[src/rtl/snake_cmd_decoder.sv]
// UART byte to snake-game command decoder: queued directions, pause toggle, restart pulse.
// Define SNAKE_ARROW_EN to add the ANSI arrow-key (ESC [ A..D) parser with inter-byte timeout.
module snake_cmd_decoder #(
  parameter int         DEPTH       = 4,
  parameter logic [1:0] INIT_DIR    = 2'b01,
  parameter int         ESC_TIMEOUT = 250000
) (
  input  logic                     clk,
  input  logic                     rstn,
  input  logic [7:0]               dataRX,
  input  logic                     WR_RX,
  input  logic                     tick,
  output logic [1:0]               dir,
  output logic                     dir_changed,
  output logic                     paused,
  output logic                     restart,
  output logic [$clog2(DEPTH):0]   fifo_count,
  output logic                     overflow
);

  localparam int PW = $clog2(DEPTH);
  localparam int CW = PW + 1;

  logic       pass_byte;
  logic       arrow_push;
  logic [1:0] arrow_dir;

  logic       cmd_push;
  logic [1:0] cmd_dir;
  logic       cmd_pause;
  logic       cmd_restart;

  logic [1:0]    mem [DEPTH];
  logic [PW-1:0] wr_ptr;
  logic [PW-1:0] rd_ptr;
  logic [1:0]    head;
  logic          full;
  logic          empty;
  logic          pop;
  logic          push;
  logic          drop;
  logic          accept;

`ifdef SNAKE_ARROW_EN
  localparam int            TW    = $clog2(ESC_TIMEOUT + 1);
  localparam logic [TW-1:0] TLAST = TW'(ESC_TIMEOUT - 1);

  typedef enum logic [1:0] {
    P_IDLE = 2'd0,
    P_ESC  = 2'd1,
    P_CSI  = 2'd2
  } parse_t;

  parse_t        state;
  parse_t        state_next;
  logic [TW-1:0] timer;
  logic [TW-1:0] timer_next;

  // Every byte inside a sequence re-arms the timer; silence for ESC_TIMEOUT cycles abandons it.
  always_comb begin
    state_next = state;
    timer_next = timer;
    pass_byte  = 1'b0;
    arrow_push = 1'b0;
    arrow_dir  = 2'b00;
    case (state)
      P_IDLE: begin
        if (WR_RX) begin
          if (dataRX == 8'h1B) begin
            state_next = P_ESC;
            timer_next = '0;
          end else begin
            pass_byte = 1'b1;
          end
        end
      end
      P_ESC, P_CSI: begin
        if (WR_RX) begin
          timer_next = '0;
          state_next = P_IDLE;
          if (dataRX == 8'h1B) begin
            state_next = P_ESC;
          end else if (state == P_ESC) begin
            if (dataRX == 8'h5B) state_next = P_CSI;
          end else begin
            case (dataRX)
              8'h41: begin arrow_push = 1'b1; arrow_dir = 2'b00; end
              8'h42: begin arrow_push = 1'b1; arrow_dir = 2'b10; end
              8'h43: begin arrow_push = 1'b1; arrow_dir = 2'b01; end
              8'h44: begin arrow_push = 1'b1; arrow_dir = 2'b11; end
              default: ;
            endcase
          end
        end else if (timer == TLAST) begin
          state_next = P_IDLE;
          timer_next = '0;
        end else begin
          timer_next = timer + TW'(1);
        end
      end
      default: state_next = P_IDLE;
    endcase
  end

  always_ff @(posedge clk or negedge rstn) begin
    if (!rstn) begin
      state <= P_IDLE;
      timer <= '0;
    end else if (cmd_restart) begin
      state <= P_IDLE;
      timer <= '0;
    end else begin
      state <= state_next;
      timer <= timer_next;
    end
  end
`else
  assign pass_byte  = WR_RX;
  assign arrow_push = 1'b0;
  assign arrow_dir  = 2'b00;
`endif

  always_comb begin
    cmd_push    = arrow_push;
    cmd_dir     = arrow_dir;
    cmd_pause   = 1'b0;
    cmd_restart = 1'b0;
    if (WR_RX && pass_byte) begin
      case (dataRX)
        8'h77: begin cmd_push = 1'b1; cmd_dir = 2'b00; end
        8'h64: begin cmd_push = 1'b1; cmd_dir = 2'b01; end
        8'h73: begin cmd_push = 1'b1; cmd_dir = 2'b10; end
        8'h61: begin cmd_push = 1'b1; cmd_dir = 2'b11; end
        8'h70: cmd_pause   = 1'b1;
        8'h72: cmd_restart = 1'b1;
        default: ;
      endcase
    end
  end

  // A pop frees a slot in the same cycle, so a push into a full FIFO alongside a pop is accepted.
  assign head   = mem[rd_ptr];
  assign full   = (fifo_count == CW'(DEPTH));
  assign empty  = (fifo_count == '0);
  assign pop    = tick && !paused && !empty && !cmd_restart;
  assign push   = cmd_push && (!full || pop);
  assign drop   = cmd_push && full && !pop;
  assign accept = pop && (head != dir) && (head != (dir ^ 2'b10));

  always_ff @(posedge clk) begin
    if (push) mem[wr_ptr] <= cmd_dir;
  end

  always_ff @(posedge clk or negedge rstn) begin
    if (!rstn) begin
      wr_ptr      <= '0;
      rd_ptr      <= '0;
      fifo_count  <= '0;
      dir         <= INIT_DIR;
      dir_changed <= 1'b0;
      paused      <= 1'b0;
      restart     <= 1'b0;
      overflow    <= 1'b0;
    end else if (cmd_restart) begin
      wr_ptr      <= '0;
      rd_ptr      <= '0;
      fifo_count  <= '0;
      dir         <= INIT_DIR;
      dir_changed <= 1'b0;
      paused      <= 1'b0;
      restart     <= 1'b1;
      overflow    <= 1'b0;
    end else begin
      restart     <= 1'b0;
      dir_changed <= accept;
      if (accept)    dir      <= head;
      if (cmd_pause) paused   <= ~paused;
      if (drop)      overflow <= 1'b1;
      if (push)      wr_ptr   <= wr_ptr + PW'(1);
      if (pop)       rd_ptr   <= rd_ptr + PW'(1);
      case ({push, pop})
        2'b10:   fifo_count <= fifo_count + CW'(1);
        2'b01:   fifo_count <= fifo_count - CW'(1);
        default: ;
      endcase
    end
  end

endmodule
[config.mk]
export PLATFORM = sky130hd
export DESIGN_NAME = snake_cmd_decoder
export DESIGN_NICKNAME = d
export VERILOG_FILES = /design/src/rtl/snake_cmd_decoder.sv
export SDC_FILE = /design/constraint.sdc
export NUM_CORES = 1
export LEC_CHECK = 0
export ABC_AREA = 0
export CAP_MARGIN = 20
export CORE_ASPECT_RATIO = 1.5
export CORE_MARGIN = 1
export CORE_UTILIZATION = 30
export DETAILED_ROUTE_END_ITERATION = 10
export GPL_TIMING_DRIVEN = 0
export SETUP_SLACK_MARGIN = 0.3
export SLEW_MARGIN = 40
export SYNTH_ARGS = -nofsm -noshare
export SYNTH_HDL_FRONTEND = slang
export SYNTH_SLANG_ARGS = --single-unit
[constraint.sdc]
create_clock -name clk -period 5.2 [get_ports clk]
set_input_delay 0.78 -clock clk [delete_from_list [all_inputs] [get_ports clk]]
set_output_delay 0.78 -clock clk [all_outputs]
set_load 0.01 [all_outputs]
==> flow_summary.ini <==
[status]
status = finished, final reports clean

[critical_path]
critPathBufInv = 1
crit_slowest_cell = clkdlybuf4s50_1
crit_chain = clkdlybuf4s50_1 -> xnor2_1 -> o21ai_0 -> a21oi_1 -> nand2_1 -> fa_1 -> mux2i_1 -> mux2_1
setup.worst_path.end_class = flop
crit_family = compound AO/OA/AOI/OAI gates
critPathLaunchType = input port
setup.worst_path.class = input port to flop
worstPathArrival_ns = 3.20
slowest_delay_ns = 0.49
worst_ep_required_time_ns = 5.35
crit_fanout = 5

[sta]
setup_tns_ns = 0
worst_slew_pin_slew_ns = 0.694
finalHoldViolations = 0
fin_crit_ns = 3.05
slew_headroom = 0.536
drv_slew = 0
fin_crit_sh = 0.587
finalSetupViolCount = 0
rsz0062_at_grt = false
fmax_mhz = 328
finalClockSkew_ns = 0.00280

[synth]
synth_cell_types = 36
synth_edf_count = 8
syn_area_um2 = 1140
postSynth.asyncResetShare = 0.619
synth_area_per_cell_um2 = 11.5
synth_top_flop_cell = dfrtp_1
syn_inst = 99
yosysWarnings = 0
ys_ff_latch = 21
synth-seq-area-share = 0.498
synth_nets = 116

[floorplanning]
start_util = 0.312
die-height_um = 77.5
rows = 27
fp.coreArea_um2 = 3650
ios = 21
die_area_um2 = 4050
die_x_um = 52.3

[global_routing]
first_global_vias = 851
grtUsageTotal = 0.129
grt_max_degree = 14
grt_overflow = 0
grt_pass1_wl_um = 3790
antenna_found_initial = 0

[layout]
utilization = 0.395
stdcell_area_um2 = 1440
n_fill_cell = 380
diodes = 0
drive_gt1_frac = 0.122
finalNonFillerCells = 166
fin_nets = 141
multi_input_area_um2 = 542
final-seq-area_um2 = 567
area_growth_syn_to_layout_pct = 26.5

[detailed_routing]
routed_via_density = 4.80
dr_total_vias = 796
drc = 0
initialDrtViolationCount = 20
routedWlPerCell_um = 13.0
postRouteAntennaNets = 0
firstDrtPassIters = 3
totalWireLength_um = 2150

[cts]
clk_pin_slew_ns = 0.08
cts.repair.resized = 0
worstSkewPairLatency_ns = 0.26
cts_hold_buf = 0
h-tree-depth = 1
tritoncts = built
cts_buffer_depth = 2
clock_sinks = 21
cts_setup_buffers = 0
cts_buffers = 3
cts_root_buffer = clkbuf_8

[placed_design]
gp_congestion = 0.765
hpwl_um = 1770
dpl-instance-area_um2 = 1390
port_buffers = 20
placed_cells = 162

[job]
max_cap_viol_count = 0

[pwr]
power_density_nw_per_um2 = 398
ir_drop_v = 0.000172
p_leak_nw = 0.566

[min_path]
hold_class = flop to flop
-- worst min-delay path, stage by stage, from the launching register on --
cell and delay (ns):
dfstp_2 0.38, nand2_1 0.05, nand3_1 0.06
-- registers in the layout (all words and copies together), names as in the netlist --
register,count
rd_ptr,2
overflow,1
fifo_count,3
dir_changed,1
mem,8
restart,1
wr_ptr,2
dir,2
paused,1
-- layout by cell type, fill, tap and decap left out, drive strengths merged, types with 5 or more instances in the layout --
cell           netlist  routed
clkdlybuf4s50        0      20
nand2                7       7
inv                  6       6
nor2                10      10
and2                 5       5
nor3                 6       6
dfrtp               12      12
edfxtp               8       8
-- kinds of logic after synthesis --
kind of cell | after synthesis | share of synthesized area
compound gates | 12 | 0.0736
simple gates | 42 | 0.224
buf+inv | 8 | 0.0275
fa+ha+maj | 5 | 0.0615
xor+xnor | 5 | 0.0385
mux | 6 | 0.0769
flops | 21 | 0.498
-- metrics by stage --
step	hold slack, ns	setup slack, ns	total power [mW]
2_1_floorplan	0.484	2.67	0.385
3_3_place_gp	0.493	1.96	0.465
3_5_place_dp	0.494	1.89	0.472
4_1_cts	0.505	2.17	0.580
5_1_grt	0.556	1.92	0.618
6_report	0.502	2.15	0.573
-- power by group --
group	internal (mW)	switching, mW	leakage [nW]
Combinational	0.121	0.0991	0.303
Clock	0.0535	0.0539	0.0255
Sequential	0.209	0.0373	0.238
Total	0.383	0.190	0.566
-- layer usage --
metal / routed length (µm) / part of all wire / GRT usage / vias to the layer above
li1: - / - / - / 393
met3: 49 / 0.023 / 0.0196 / 7
met1: 801 / 0.37 / 0.128 / 382
met2: 1220 / 0.57 / 0.229 / 14
met4: 79 / 0.037 / 0.0895 / 0
met5: 0 / 0 / 0 / -
-- worst paths after layout --
kind	cells past startpoint	startpoint	slack, ns	end
worst max-delay path	8	dataRX[0]	2.15	fifo_count[2]$_DFFE_PN0P_
worst min-delay path	2	dir[0]$_DFFE_PN1P_	0.50	dir[0]$_DFFE_PN1P_
worst max register to register	8	paused$_DFFE_PN0P_	2.81	fifo_count[2]$_DFFE_PN0P_
worst min register to register	2	dir[0]$_DFFE_PN1P_	0.50	dir[0]$_DFFE_PN1P_
max in group asynchronous	1	rstn	3.90	dir_changed$_DFF_PN0_
min in group asynchronous	1	rstn	0.90	fifo_count[0]$_DFFE_PN0P_
-- synthesized netlist by cell type (all sizes together), types with 3 or more instances --
library cell,number,area [µm²]
dfrtp,12,300
nor2,10,37.5
edfxtp,8,240
nand2,7,26.3
inv,6,22.5
nor3,6,41.3
and2,5,31.3
a21oi,4,20.0
ha,4,50.1
nand3,4,20.0
xnor2,4,35.0
o21ai,3,15.0
or2,3,21.3
-- layout make-up --
cell class	instances	share of cell area
Tap cell	43	0.0374
Clock buffer	3	0.0287
Inverter	6	0.0156
Multi-Input combinational cell	70	0.376
Clock inverter	1	0.00348
Timing Repair Buffer	20	0.139
Buffer	2	0.00608
Sequential cell	21	0.394
Note: power is estimated with default switching activity, not from simulation.
